==> src/rtl/piano_pkg.sv <==
// Shared definitions for the piano record/playback blocks: state encoding,
// default widths and the common end address of a take.
package piano_pkg;

    localparam int PIANO_ADDR_W    = 8;
    localparam int PIANO_DATA_W    = 8;
    // Playback reads 0..PIANO_LAST_ADDR, so a full take is PIANO_LAST_ADDR+1 samples.
    localparam int PIANO_LAST_ADDR = 16;

    typedef enum logic [1:0] {
        IDLE = 2'd0,
        REC  = 2'd1,
        DONE = 2'd2
    } rec_state_t;

endpackage

==> src/rtl/btn_sync_edge.sv <==
// Pull-up button front end: optional 2-flop synchronizer followed by a
// falling-edge (press) detector. Build macro: NOTE_RECORDER_SYNC_EN.
module btn_sync_edge #(
    parameter int W = 1
) (
    input  logic         clk,
    input  logic         rst_n,
    input  logic [W-1:0] d_in,
    output logic [W-1:0] q,
    output logic [W-1:0] fall
);

    logic [W-1:0] prev;

`ifdef NOTE_RECORDER_SYNC_EN
    logic [W-1:0] sync1, sync2;

    // Two-stage synchronizer; resets to released (all ones) so no false press.
    always_ff @(posedge clk or negedge rst_n) begin
        if (!rst_n) begin
            sync1 <= '1;
            sync2 <= '1;
        end else begin
            sync1 <= d_in;
            sync2 <= sync1;
        end
    end

    assign q = sync2;
`else
    assign q = d_in;
`endif

    // Previous level for edge detection; released (1) after reset.
    always_ff @(posedge clk or negedge rst_n) begin
        if (!rst_n) prev <= '1;
        else        prev <= q;
    end

    assign fall = prev & ~q;

endmodule

==> src/rtl/note_recorder.sv <==
// Write side of the piano memory: records ~btn_in once per tick into RAM
// port B between two record-button presses, or until LAST_ADDR is written.
// Build macro: NOTE_RECORDER_SYNC_EN synchronizes rec_btn and btn_in.
module note_recorder
    import piano_pkg::*;
#(
    parameter int ADDR_W    = PIANO_ADDR_W,
    parameter int DATA_W    = PIANO_DATA_W,
    parameter int LAST_ADDR = PIANO_LAST_ADDR
) (
    input  logic              clk,
    input  logic              rst_n,
    input  logic              tick,
    input  logic              rec_btn,
    input  logic [DATA_W-1:0] btn_in,
    output logic              mem_we,
    output logic [ADDR_W-1:0] mem_addr,
    output logic [DATA_W-1:0] mem_wdata,
    output logic              recording,
    output logic              rec_done,
    output logic [ADDR_W:0]   rec_len
);

    localparam logic [ADDR_W:0] LAST_CNT = (ADDR_W+1)'(LAST_ADDR);

    rec_state_t        state;
    logic [ADDR_W:0]   wr_cnt;
    logic              rec_s;
    logic              press;
    logic [DATA_W-1:0] btn_s;

    btn_sync_edge #(.W(1)) u_rec_edge (
        .clk   (clk),
        .rst_n (rst_n),
        .d_in  (rec_btn),
        .q     (rec_s),
        .fall  (press)
    );

`ifdef NOTE_RECORDER_SYNC_EN
    logic [DATA_W-1:0] btn_m;

    // Note buttons synchronized like rec_btn; released (all ones) after reset.
    always_ff @(posedge clk or negedge rst_n) begin
        if (!rst_n) begin
            btn_m <= '1;
            btn_s <= '1;
        end else begin
            btn_m <= btn_in;
            btn_s <= btn_m;
        end
    end
`else
    assign btn_s = btn_in;
`endif

    // Record FSM; every output is a register. Press beats a simultaneous tick.
    always_ff @(posedge clk or negedge rst_n) begin
        if (!rst_n) begin
            state     <= IDLE;
            wr_cnt    <= '0;
            rec_len   <= '0;
            mem_we    <= 1'b0;
            mem_addr  <= '0;
            mem_wdata <= '0;
            recording <= 1'b0;
            rec_done  <= 1'b0;
        end else begin
            mem_we <= 1'b0;
            case (state)
                IDLE: begin
                    if (press) begin
                        state     <= REC;
                        wr_cnt    <= '0;
                        rec_len   <= '0;
                        recording <= 1'b1;
                    end
                end
                REC: begin
                    if (press) begin
                        state     <= DONE;
                        recording <= 1'b0;
                        rec_done  <= 1'b1;
                    end else if (tick) begin
                        mem_we    <= 1'b1;
                        mem_addr  <= wr_cnt[ADDR_W-1:0];
                        mem_wdata <= ~btn_s;
                        wr_cnt    <= wr_cnt + 1'b1;
                        rec_len   <= rec_len + 1'b1;
                        if (wr_cnt == LAST_CNT) begin
                            state     <= DONE;
                            recording <= 1'b0;
                            rec_done  <= 1'b1;
                        end
                    end
                end
                DONE: begin
                    if (press) begin
                        state    <= IDLE;
                        rec_done <= 1'b0;
                    end
                end
                default: state <= IDLE;
            endcase
        end
    end

endmodule

==> config.mk <==
export PLATFORM = sky130hd
export DESIGN_NAME = note_recorder
export DESIGN_NICKNAME = d
export VERILOG_FILES = /design/src/rtl/piano_pkg.sv /design/src/rtl/btn_sync_edge.sv /design/src/rtl/note_recorder.sv
export SDC_FILE = /design/constraint.sdc
export NUM_CORES = 1
export LEC_CHECK = 0
export ABC_AREA = 1
export CORE_UTILIZATION = 51
export CTS_BUF_LIST = sky130_fd_sc_hd__clkbuf_16
export DETAILED_ROUTE_END_ITERATION = 10
export PLACE_DENSITY = 0.83
export SETUP_SLACK_MARGIN = 0.5
export SLEW_MARGIN = 10
export SYNTH_ARGS = -nofsm -noshare
export SYNTH_HDL_FRONTEND = slang
export SYNTH_SLANG_ARGS = --single-unit
==> constraint.sdc <==
create_clock -name clk -period 1.7 [get_ports clk]
set_input_delay 0.34 -clock clk [delete_from_list [all_inputs] [get_ports clk]]
set_output_delay 0.34 -clock clk [all_outputs]
set_load 0.005 [all_outputs]
After elaboration in Yosys (flattened, before gate mapping) --
Cells that the tools add are included.
Storage, ports and cells: register bits after elaboration 40, input bits 12, output and inout port bits 28
Operators by class: add/sub/neg operators 2, eq/ne operators 9, mux-type cells 26, bitwise operators 4, reductions and logical operators 8
Operators by type and width (count):
- $mux 9 | 5
- $pmux 9 s2 | 2
- $add 9x1->9 const B | 2
- $reduce_and 4->1 | 4
- $mux 1 | 11
- $mux 2 | 5
- $eq 9x5->1 const B | 1
- $ne 2x2->1 const B | 4
- $not 8->8 | 1
- $ne 3x3->1 const B | 2
- $pmux 2 s3 | 1
- $pmux 1 s2 | 2
- $reduce_bool 2->1 | 2
- $reduce_and 3->1 | 1
- $eq 2x1->1 const B | 1
- $eq 2x2->1 const B | 1
- $logic_not 2->1 | 1
- $not 1->1 | 2
- $and 1x1->1 | 1

Depth between registers and ports, before layout --
depth in word-level cells 5, mapped depth 8

Cells and area by module --
Synthesis repeated with hierarchy kept, for this count alone.
Second synthesis, totals: cell total of the unflattened synthesis 237, area, all modules 1928.1 um2
By module, submodules not included:
- note_recorder | instances 1, cells an instance 233, area an instance 1884.3 um2, sequential area each 975.9 um2
- btn_sync_edge | instances 1, cells an instance 4, area an instance 43.8 um2, sequential area each 26.3 um2

Worst setup path after synthesis --
No wires, ideal clock.
kind register -> register, start point reg u_rec_edge.prev, end point reg rec_len[2], arrival time 1.117 ns, data required time 1.626 ns, setup slack 0.509 ns, cell stages (with the launch flop) 8, path buffers 1, cells stage by stage dfstp_2 > nand2_4 > nand2_4 > nand2_1 > nand3_4 > buf_6 > nand2_1 > o21ai_2
On the way: longest elaborated chain between the ends 3, elaborated cells between the ends (all ways) 4, classes of those cells eq/ne (2); bitwise (1); reduce/logical (1)
Ends and longest elaborated chain:
- from (decl) | RTL line btn_sync_edge.sv:13 | logic [W-1:0] prev;
- from (signal assigned) | RTL line btn_sync_edge.sv:37 | else prev <= q;
- $and 1x1->1 (*) | RTL line btn_sync_edge.sv:40 | assign fall = prev & ~q;
- $ne 2x2->1 (no source line)
- $reduce_and 4->1 (no source line) (*)
- to (signal assigned) | RTL line note_recorder.sv:89 | rec_len <= rec_len + 1'b1;
- to (decl) | RTL line note_recorder.sv:21 | output logic [ADDR_W:0] rec_len
Mark *: on every way between the ends. The rest lies on a longest branch, timed or not. A chain may end at the register's enable or synchronous reset.

Worst setup path after layout --
start point reg wr_cnt[4], end point reg rec_done
On the way: longest elaborated chain between the ends 3
Ends and longest elaborated chain:
- from (decl) | RTL line note_recorder.sv:27 | logic [ADDR_W:0] wr_cnt;
- from (signal assigned) | RTL line note_recorder.sv:88 | wr_cnt <= wr_cnt + 1'b1;
- $eq 9x5->1 | RTL line note_recorder.sv:90 | if (wr_cnt == LAST_CNT) begin
- $ne 3x3->1 (no source line)
- $reduce_and 4->1 (no source line)
- to (signal assigned) | RTL line note_recorder.sv:83 | rec_done <= 1'b1;
- to (signal assigned) | RTL line note_recorder.sv:93 | rec_done <= 1'b1;
- to (signal assigned) | RTL line note_recorder.sv:100 | rec_done <= 1'b0;
- to (decl) | RTL line note_recorder.sv:20 | output logic rec_done,
Every way passes these cells.

==> out/metrics.yaml <==
run_status:
  status: "finished with violations"
  violations: "hold timing"
die:
  fp-row-count: 22
  fp.dieH_um: 65.8
  die_area_mm2: 0.00433
  dieWidth_um: 65.8
  ios: 40
  fp.coreArea_mm2: 0.00377
  initial_core_util_pct: 55.1
timing:
  drv_slew: 0
  rsz0062_at_grt: "true"
  setup_viol: 0
  worst_slew_pin_slew_ns: 0.442
  fin_skew_ns: 0.00434
  hold_slack_ns: -0.00681
  fin_ws_ns: 0.155
  finalHoldViolations: 16
  period_share_pct: 90.9
  fmax_ghz: 0.647
  max_slew_margin_pct: 70.5
  fin_setup_tns_ns: 0
  post-route-min-period_ns: 1.55
logic_synthesis:
  ys_top_cells_by_area: "dfrtp_1 (47%), nand2_1 (9.8%), o21ai_2 (8.9%)"
  syn_avg_cell_area_um2: 8.88
  synth_cell_types: 24
  synth_top_area_cell: "dfrtp_1"
  synthFlopType: "dfrtp_1"
  syn_nets: 249
  synth_top_area_share_pct: 47.0
  ys_ff_latch: 40
  ys_async_sr_fraction_pct: 100
  syn_area_mm2: 0.00208
  ys_warn_count: 0
  synth_edf_count: 0
  syn_inst: 234
  seq_area_frac_synth_pct: 48.2
final_layout:
  layout_common_cells: "nand2_1 (36), buf_4 (36), dfrtp_1 (33)"
  diodes: 0
  multiInputGateArea_mm2: 0.00118
  fillCellCount: 152
  area_growth_pct: 60.6
  drive_above_1_share_pct: 54.0
  num-nets-final: 342
  ff_latch_area_mm2: 0.00101
grt:
  grt_max_degree: 24
  antenna_found_initial: 0
  grt_overflow: 0
  grt_pass1_wl_um: 9950
  grt_usage_pct: 31.1
  grt_pass1_vias: 2077
min_path:
  hold_class: "input port to async pin"
worst_setup_path:
  crit_path_start_kind: "register"
  cp.required_ns: 1.90
  r2r_cells: 6
  cp_top_family: "simple AND/OR/NAND/NOR gates"
  cpPeakStageDelay_ns: 0.51
  cp_max_fo: 5
  cp_cell_sequence: "inv_1 > nor3_1 > nand3_1 > nand2_2 > nand2_1 > o21ai_1"
  critical_path_class: "register to register"
  crit_buf_inv: 1
  critical-path-slowest-cell: "dfrtp_1"
  end_kind: "register"
  path_depth: 6
  cp.arrival_ns: 1.75
clocking:
  tritoncts: "built"
  clockRootBuffer: "clkbuf_16"
  clk_path_buf_depth: 2
  cts_sinks: 40
  htreeDepth: 2
  clk_pin_slew_ns: 0.06
  cts_inserted_buffers: 5
  clock_latency_ns: 0.29
detailed_routing:
  drt-vias-per-instance: 5.81
  post_drt_wl_per_cell_um: 20.2
  ant_nets: 0
  drtIter0Drc: 181
  wl_um: 7580
  drtPass1Iterations: 5
  drc_errors: 0
  vias: 2183
placement:
  port_buffers: 39
  dpl_worst_slack_ns: 0.0363
  dp_hpwl_um: 2810
  finalWeightedCongestion: 0.865
power:
  power_w: 0.00493
  leakage_nw: 1.59
  peakVddDrop_uv: 1200
  power.density_mw_per_mm2: 1480
flow_run:
  cap_violations: 0
[worst reg2reg max path: stages, from the launching register on]
cell	delay [ns]
dfrtp_1	0.51
inv_1	0.14
nor3_1	0.25
nand3_1	0.20
nand2_2	0.14
nand2_1	0.11
o21ai_1	0.13
[layer usage]
layer  vias up  routed length [um]  global-route usage (%)
li1        932                   -                       -
met1      1056                2890                    38.2
met2       152                3820                    54.2
met3        43                 539                    5.52
met4         0                 331                    11.4
met5         -                   0                       0
[layout make-up]
| cell class | count | share of cell area (%) |
|---|---|---|
| Inverter | 22 | 3.07 |
| Sequential cell | 40 | 30.3 |
| Clock inverter | 3 | 0.337 |
| Tap cell | 48 | 1.80 |
| Timing Repair Buffer | 92 | 25.5 |
| Clock buffer | 5 | 3.75 |
| Multi-Input combinational cell | 166 | 35.3 |
[registers in the layout (all words and copies together), names as in the netlist]
name,cells
mem_addr,8
mem_wdata,8
rec_len,9
mem_we,1
recording,1
u_rec_edge.prev,1
rec_done,1
wr_cnt,9
state,2
[logic make-up (layout without fill, tap and decap cells)]
kind of cell,after synthesis,in the layout,share of synthesized area [%]
flops,40,40,48.2
fa+ha+maj,3,3,1.81
compound gates,38,38,13.4
simple gates,120,120,27.5
xor+xnor,5,5,2.11
buf+inv,28,122,7.04
[cells in the mapped netlist (4+ instances only)]
cell     instances
nand3_1         17
nand2_2         16
o21ai_0          5
inv_1           17
inv_2            5
o21ai_1          6
xor2_1           4
nor2_1          25
nand2_1         54
o21ai_2         21
dfrtp_1         39
buf_6            5
[what timing repair did]
| item | CTS | global route |
|---|---|---|
| endpoints found under the hold margin | 0 | 0 |
| gates cloned | 4 | 1 |
| endpoints found under the setup margin | 65 | 51 |
| pin swaps | 7 | 19 |
| gates resized for setup | 125 | 63 |
| buffers inserted | 33 | 10 |
| hold buffers | 0 | 0 |
[worst paths after layout]
check | start | to | slack, ns
setup / recovery | wr_cnt[4]$_DFFE_PN0P_ | rec_done$_DFFE_PN0P_ | 0.15
hold / removal | rst_n | mem_wdata[1]$_DFFE_PN0P_ | -0.007
setup reg to reg | wr_cnt[4]$_DFFE_PN0P_ | rec_done$_DFFE_PN0P_ | 0.15
hold reg to reg | mem_wdata[7]$_DFFE_PN0P_ | mem_wdata[7]$_DFFE_PN0P_ | 0.50
max in group asynchronous | rst_n | rec_len[3]$_DFFE_PN0P_ | 1.22
min in group clk | rec_btn | u_rec_edge.prev$_DFF_PN1_ | 0.32
[where the power goes]
| group | switching [W] | internal [W] | leakage [nW] |
|---|---|---|---|
| clock | 0.000376 | 0.000528 | 0.0738 |
| sequential | 0.000195 | 0.00120 | 0.517 |
| combinational | 0.00129 | 0.00135 | 0.995 |
| total | 0.00186 | 0.00308 | 1.59 |
[metrics by stage]
step	utilization (%)	cell area, um^2	std cells
floorplan	-	2080	234
global placement	67.6	2550	320
detailed placement	67.6	2550	320
CTS	81.5	3070	365
global route	88.5	3340	376
finish	88.5	3340	376
Note: power is estimated with default switching activity, not from simulation.
==> patch (same flow settings) <==
Add a define of `NOTE_RECORDER_SYNC_EN`.
--- a/src/rtl/btn_sync_edge.sv
+++ b/src/rtl/btn_sync_edge.sv
@@ -1,5 +1,7 @@
 // Pull-up button front end: optional 2-flop synchronizer followed by a
 // falling-edge (press) detector. Build macro: NOTE_RECORDER_SYNC_EN.
+`define NOTE_RECORDER_SYNC_EN
+
 module btn_sync_edge #(
     parameter int W = 1
 ) (
Function: changed (Yosys sat finds a counterexample within 4 cycles, from zero or initial values and one cycle with rst_n low).
==> patch against the unedited design <==
Worst setup slack improved by 91 ps; maximum frequency rose by 6.3%; first-iteration DRC count rose by 1.7%; final area rose by 12%; non-clock buffer count fell by 4; hold slack improved by 360 ps; die area rose by 14%; power rose by 11%; area after synthesis rose by 14%; routed wire length fell by 0.91%; sequential cell count rose by 18; highest routed layer unchanged; utilization fell by 3.5 points; clock skew barely moved.
==> patch: results (changes against the unedited design) <==
[detailed_routing]
drt_first_pass_iters = 6  ; was 5
vias_per_cell = 5.670  ; was 5.806
drt_iter0_markers = 184  ; was 181
avgRoutedWirePerCell_um = 18.92  ; was 20.16 um
wl_um = 7513  ; was 7582 um

[place]
dp_cells = 336  ; was 320
place_hpwl_um = 3133  ; was 2815 um
place.gp.congestion = 0.8290  ; was 0.8654

[timing]
finClkSkew_ps = 4.628  ; was 4.335 ps
tightest_slew_ps = 410.3  ; was 442.5 ps

[global_route]
grt_max_degree = 25  ; was 24
grt_pass1_wl_um = 11210  ; was 9949 um
grt_pass1_vias = 2258  ; was 2,077
track_usage_pct = 31.10  ; was 31.11%

[synthesis]
syn_area_per_cell_um2 = 9.599  ; was 8.881 um2
ys_top_cells_by_count = nand2_1 (75), dfrtp_1 (39), nor2_1 (23), o21ai_0 (20)  ; was nand2_1 (54), dfrtp_1 (39), nor2_1 (25), o21ai_2 (21)
yosysUniqueCellTypes = 23  ; was 24
ys.warnings.count = 0  ; unchanged
syn_nets = 262  ; was 249

[layout]
layout-drive-gt1-share_pct = 51.59  ; was 53.96%
num-fill-cells = 201  ; was 152

[pwr]
ir_worst_vdd_uv = 1186  ; was 1201 uV
p_leak_nw = 1.801  ; was 1.586 nW

[clock_network]
clock_latency_ps = 330  ; was 290 ps

[worst_hold_path]
holdCritPathClass = register to register  ; was input pin to asynchronous set/reset pin

[outcome]
status = complete, no violations  ; was complete, but fails checks

-- patch: layout make-up --
cell class	instances	area, um2	share of cell area, %
Sequential cell	58	1481	39.47
Multi-Input combinational cell	161	1033	27.53
Timing Repair Buffer	88	763.2	20.33
Clock buffer	9	225.2	6.000
Inverter	22	100.1	2.667
Clock inverter	7	85.08	2.267
Tap cell	52	65.06	1.733
-- patch: timing repair --
action	4_1_cts	5_1_grt
resized for setup	182	28
pin swaps	14	5
hold buffers	1	0
gates cloned	5	0
endpoints found under the setup margin	66	54
endpoints found under the hold margin	9	0
setup buffers	26	13
-- patch: final timing paths --
path                            from        end  slack, ps  cells past startpoint
hold / removal              btn_m[1]   btn_s[1]        360                      0
min in group asynchronous      rst_n  wr_cnt[3]        480                      2
setup reg to reg           wr_cnt[0]  wr_cnt[7]        250                      7
hold reg to reg             btn_m[1]   btn_s[1]        360                      0
setup / recovery           wr_cnt[0]  wr_cnt[7]        250                      7
max in group asynchronous      rst_n   btn_s[3]        690                      3
-- patch: per-stage QoR --
stage	setup WS, ps	cell area (um2)	hold WS (ps)
after CTS	365.2	3578	354.6
after global routing	190.5	3754	359.5
final	245.6	3754	355.3
after detailed placement	61.68	2849	321.4
after floorplan	455.6	2407	44.41
after global placement	104.0	2849	315.1
-- patch: power by group --
group	leakage (nW)	total, mW	switching (mW)	internal [mW]
Clock	0.156	1.89	0.626	1.26
Combinational	0.931	1.76	0.899	0.863
Sequential	0.714	1.80	0.158	1.64
-- patch: logic make-up (layout without fill, tap and decap cells) --
kind of cell    after synthesis  after routing  synth area share (%)
simple gates                122            123                 22.11
flops                        58             58                 62.22
compound gates               35             35                 8.390
buf+inv                      29            126                 5.699
fa+ha+maj                     3              3                 1.583
-- patch: metal layers --
| metal | up-vias | track usage [%] | share of wire [%] |
|---|---|---|---|
| li1 | 986 | - | - |
| met1 | 1088 | 36.35 | 35 |
| met2 | 137 | 52.35 | 52 |
| met3 | 40 | 7.504 | 8.2 |
| met4 | 0 | 17.56 | 4.6 |
| met5 | - | 0 | 0 |
-- patch: critical path, cell delays in order, from the launching register on --
cell and delay (ps):
dfrtp_2 400, inv_2 70, buf_4 150, nor2_1 340
nand2_1 140, nand2_1 80, nand3_1 80, o21ai_1 130
